$ cat config.mk
export PLATFORM = sky130hd
export DESIGN_NAME = pipe_stage_reg
export DESIGN_NICKNAME = d
export VERILOG_FILES = /design/src/rtl/pipe_stage_reg.sv
export SDC_FILE = /design/constraint.sdc
export NUM_CORES = 1
export LEC_CHECK = 0
export CAP_MARGIN = 0
export CORE_MARGIN = 3
export CORE_UTILIZATION = 29
export DETAILED_ROUTE_END_ITERATION = 10
export GPL_TIMING_DRIVEN = 0
export PLACE_DENSITY = 0.64
export SLEW_MARGIN = 20
export SYNTH_ARGS = -nofsm -noshare
export SYNTH_HDL_FRONTEND = slang
export SYNTH_SLANG_ARGS = --single-unit
$ cat constraint.sdc
create_clock -name clk_i -period 2.27 [get_ports clk_i]
set_clock_uncertainty 0.2 [all_clocks]
set_input_delay 0.454 -clock clk_i [delete_from_list [all_inputs] [get_ports clk_i]]
set_output_delay 0.454 -clock clk_i [all_outputs]
set_load 0.03 [all_outputs]
$ cat src/rtl/pipe_stage_reg.sv
// Generic pipeline boundary register with a 2-entry skid buffer, a registered ready,
// a synchronous flush that inserts a bubble, and a saturating stall-cycle counter.
module pipe_stage_reg #(
  parameter int DATA_W = 64,
  parameter int CTRL_W = 8,
  parameter int CNT_W  = 16
) (
  input  logic              clk_i,
  input  logic              start_i,
  input  logic              flush_i,
  input  logic              stall_i,
  input  logic              valid_i,
  output logic              ready_o,
  input  logic [DATA_W-1:0] data_i,
  input  logic [CTRL_W-1:0] ctrl_i,
  output logic              valid_o,
  input  logic              ready_i,
  output logic [DATA_W-1:0] data_o,
  output logic [CTRL_W-1:0] ctrl_o,
  output logic [CNT_W-1:0]  stall_cnt_o
);

  typedef enum logic [1:0] {EMPTY, ONE, TWO} state_t;

  state_t            state_q, state_d;
  logic              ready_q, ready_d;
  logic [DATA_W-1:0] main_data_q, main_data_d, skid_data_q, skid_data_d;
  logic [CTRL_W-1:0] main_ctrl_q, main_ctrl_d, skid_ctrl_q, skid_ctrl_d;
  logic [CNT_W-1:0]  cnt_q, cnt_d;
  logic              in_fire, out_fire;

  assign valid_o     = (state_q != EMPTY);
  assign ready_o     = ready_q;
  assign data_o      = main_data_q;
  // Bubbles must never carry live write/mem enables downstream.
  assign ctrl_o      = valid_o ? main_ctrl_q : '0;
  assign stall_cnt_o = cnt_q;

  assign in_fire  = valid_i & ready_q;
  assign out_fire = valid_o & ready_i & ~stall_i;

  always_comb begin
    state_d     = state_q;
    main_data_d = main_data_q;
    main_ctrl_d = main_ctrl_q;
    skid_data_d = skid_data_q;
    skid_ctrl_d = skid_ctrl_q;
    cnt_d       = cnt_q;

    if (flush_i) begin
      state_d     = EMPTY;
      main_ctrl_d = '0;
      skid_ctrl_d = '0;
    end else begin
      case (state_q)
        EMPTY: if (in_fire) begin
          state_d     = ONE;
          main_data_d = data_i;
          main_ctrl_d = ctrl_i;
        end
        ONE: begin
          if (in_fire && out_fire) begin
            main_data_d = data_i;
            main_ctrl_d = ctrl_i;
          end else if (in_fire) begin
            state_d     = TWO;
            skid_data_d = data_i;
            skid_ctrl_d = ctrl_i;
          end else if (out_fire) begin
            state_d = EMPTY;
          end
        end
        TWO: if (out_fire) begin
          state_d     = ONE;
          main_data_d = skid_data_q;
          main_ctrl_d = skid_ctrl_q;
        end
        default: state_d = EMPTY;
      endcase
      if (valid_o && !out_fire && (cnt_q != '1))
        cnt_d = cnt_q + 1'b1;
    end

    ready_d = (state_d != TWO);
  end

  always_ff @(posedge clk_i or negedge start_i) begin
    if (!start_i) begin
      state_q     <= EMPTY;
      ready_q     <= 1'b1;
      main_data_q <= '0;
      main_ctrl_q <= '0;
      skid_data_q <= '0;
      skid_ctrl_q <= '0;
      cnt_q       <= '0;
    end else begin
      state_q     <= state_d;
      ready_q     <= ready_d;
      main_data_q <= main_data_d;
      main_ctrl_q <= main_ctrl_d;
      skid_data_q <= skid_data_d;
      skid_ctrl_q <= skid_ctrl_d;
      cnt_q       <= cnt_d;
    end
  end

endmodule

==> results.sh <==
export IMPL_synth_seq_cells=163
export IMPL_net_switching_power_mw=4.038
export IMPL_viasPerCell=4.515
export IMPL_synth_distinct_cells=39
export IMPL_htree_levels=4
export IMPL_slew_viol_final=0
export IMPL_dr_pass1_iters=4
export IMPL_crit_type="flip-flop to flip-flop"
export IMPL_dieArea_mm2=0.02806
export IMPL_power_frac_clock_pct=23.9
export IMPL_cpPeakStageDelay_ps=400
export IMPL_drt_initial_drc_count=182
export IMPL_max_freq_mhz=444.9
export IMPL_rows=58
export IMPL_cp_required_ps=2370
export IMPL_overflow=0
export IMPL_grtUsageMet2_pct=20.76
export IMPL_p_comb_share_pct=37.8
export IMPL_grtUsageMet1_pct=16.85
export IMPL_final_cell_mix="162 x dfrtp_1, 148 x clkdlybuf4s50_1, 81 x mux2_2"
export IMPL_power_frac_seq_pct=38.3
export IMPL_cts_root_buf="clkbuf_16"
export IMPL_antenna_found_initial=0
export IMPL_power_density_mw_per_mm2=1134
export IMPL_drc_errors=0
export IMPL_fin_area_mm2=0.01070
export IMPL_syn_nets=597
export IMPL_cts_buffers=17
export IMPL_fin_crit_sh_pct=99.02
export IMPL_async_reset_ff_share_pct=100.0
export IMPL_multiInputGateArea_mm2=0.003417
export IMPL_internal_power_mw=8.100
export IMPL_ant_nets=0
export IMPL_grt_max_degree=74
export IMPL_pin_count=168
export IMPL_wl_per_cell_um=16.80
export IMPL_synth_warnings=0
export IMPL_maxCapViolCount=0
export IMPL_synth_top_area_cell="dfrtp_1"
export IMPL_hold_class="flip-flop to flip-flop"
export IMPL_postSynthAreaPerCell_um2=14.72
export IMPL_cp_slowest_cell="or3b_4"
export IMPL_vias=4781
export IMPL_numClockSinks=163
export IMPL_finalHoldViolations=0
export IMPL_path_max_fanout=7
export IMPL_synth_edf_count=0
export IMPL_fillers=2362
export IMPL_leakage_nw=4.707
export IMPL_grt_pass1_wl_um=28520
export IMPL_status="complete, no violations"
export IMPL_tightest_slew_ps=592.9
export IMPL_initial_core_util_pct=29.78
export IMPL_path_delay_family="simple AND/OR/NAND/NOR gates"
export IMPL_clk_path_buf_depth=2
export IMPL_clk_latency_ps=420
export IMPL_endpoint_kind="flip-flop"
export IMPL_synthFlopType="dfrtp_1"
export IMPL_power_total_mw=12.14
export IMPL_synthTopCellsByArea="dfrtp_1 54%, mux2_2 12%, mux2_1 10%"
export IMPL_die_h_um=167.5
export IMPL_wl_um=17800
export IMPL_die_w_um=167.5
export IMPL_dp_final_hpwl_um=11750
export IMPL_swShare_pct=33.27
export IMPL_drive_gt1_share_pct=33.61
export IMPL_path_cells="inv_2 -> ha_4 -> or3b_4 -> nand3_2 -> nor2_4 -> buf_12 -> clkbuf_16 -> mux2_1"
export IMPL_grt_usage_pct=12.69
export IMPL_period_needed_ps=2248
export IMPL_slew_headroom_pct=60.37
export IMPL_antenna_diode_count=0
export IMPL_rsz0062_at_grt="yes"
export IMPL_port_buffers=167
export IMPL_critPathBufInv=3
export IMPL_busiest_layer="met2"
export IMPL_clkTransAtPathRegs_ps=70
export IMPL_worstPathArrival_ps=2340
export IMPL_placed_cell_area_mm2=0.009721
export IMPL_syn_cell_area_mm2=0.007565
export IMPL_synth_top_area_share_pct=53.59
export IMPL_grt_pass1_vias=5163
export IMPL_synthCells=514
export IMPL_yosysSeqAreaShare_pct=53.94
export IMPL_fin_nets=800
export IMPL_core_mm2=0.02540
export IMPL_areaGrowthSynthToFinish_pct=41.48
export IMPL_met3_usage_pct=3.824
export IMPL_seq_area_mm2=0.004080
export IMPL_layout_commonest_cell="dfrtp_1"
export IMPL_cts_tree="done"
export IMPL_start_kind="flip-flop"
export IMPL_finalSetupViolations=0
export IMPL_ir_drop_mv=0.6380
export IMPL_place_congestion=0.7257
cells by family after synthesis:
logic type | after synthesis | share of synthesized area (%)
xor+xnor | 16 | 1.852
buf+inv | 31 | 2.894
mux | 217 | 34.52
compound gates | 12 | 1.042
flops | 163 | 53.94
simple gates | 70 | 4.929
fa+ha+maj | 5 | 0.8270
power by group through the flow:
stage                     Sequential [mW]  Combinational [mW]  Clock [mW]
final                                4.65                4.59        2.90
after global routing                 4.81                4.85        3.13
after CTS                            4.64                4.51        3.00
after detailed placement             4.69                4.41           0
after global placement               4.66                4.34           0
after floorplan                      5.64                1.66           0
synthesized netlist by cell type (all sizes together) (2+ instances only):
cell    instances
buf            16
dfrtp         162
nand2b          2
inv             6
xnor2          12
nor2b           8
a21oi           3
nand2           8
nor3            4
o21ai           4
xor2            4
ha              5
nand3          10
nor2           23
nand4           6
mux2          201
mux2i          16
clkbuf          9
and3            4
state kept, by name (all words and copies together), names as in the netlist:
register	count
stall_cnt_o	16
state_q	2
ready_o	1
data_o	64
main_ctrl_q	8
skid_data_q	64
skid_ctrl_q	8
worst register-to-register path, stage by stage (launching register included):
cell	delay, ps
dfrtp_1	390
inv_2	80
ha_4	190
or3b_4	400
nand3_2	120
nor2_4	80
buf_12	190
clkbuf_16	170
mux2_1	310
per-layer routing:
metal,routed length (µm),vias to the layer above
met3,839,10
met2,8507,107
li1,-,2227
met5,0,-
met4,131,0
met1,8316,2437
path summary, 6_finish.rpt:
| kind | from | to | slack (ps) | depth (start not counted) |
|---|---|---|---|---|
| max | state_q[1] | skid_data_q[24] | 20 | 8 |
| min | skid_data_q[7] | skid_data_q[7] | 280 | 1 |
| max reg2reg | state_q[1] | skid_data_q[24] | 20 | 8 |
| min reg2reg | skid_data_q[7] | skid_data_q[7] | 280 | 1 |
| max in group asynchronous | start_i | data_o[22] | 900 | 3 |
| min in group asynchronous | start_i | data_o[39] | 290 | 2 |
cell type report:
| class | count | area share [%] |
|---|---|---|
| buffer | 24 | 2.712 |
| clock buffer | 18 | 4.010 |
| clock inverter | 13 | 1.403 |
| inverter | 6 | 0.2104 |
| multi-input combinational | 320 | 31.93 |
| sequential | 163 | 38.12 |
| tap | 330 | 3.858 |
| timing repair buffer | 185 | 17.76 |
stage by stage:
stage | instances | setup slack (ps) | util, % | hold slack [ps] | TNS, ps
6_report | 1059 | 22.28 | 42.14 | 280.2 | 0
5_1_grt | 1059 | -57.03 | 42.14 | 286.5 | -1659
4_1_cts | 1054 | -67.17 | 41.17 | 277.8 | -2515
3_5_place_dp | 1013 | -824.7 | 38.27 | 142.6 | -94690
3_3_place_gp | 1011 | -6628 | 38.03 | 260.8 | -1164680
2_1_floorplan | 514 | -5.081 | - | -41.59 | -304.9
repair_timing:
action / CTS / global route
hold buffers: 1 / 0
setup buffers: 9 / 4
gates resized for setup: 78 / 52
endpoints found under the setup margin: 155 / 151
endpoints found under the hold margin: 32 / 0
gates cloned: 0 / 2
pin swaps: 3 / 5
(Power assumes the default switching activity.)
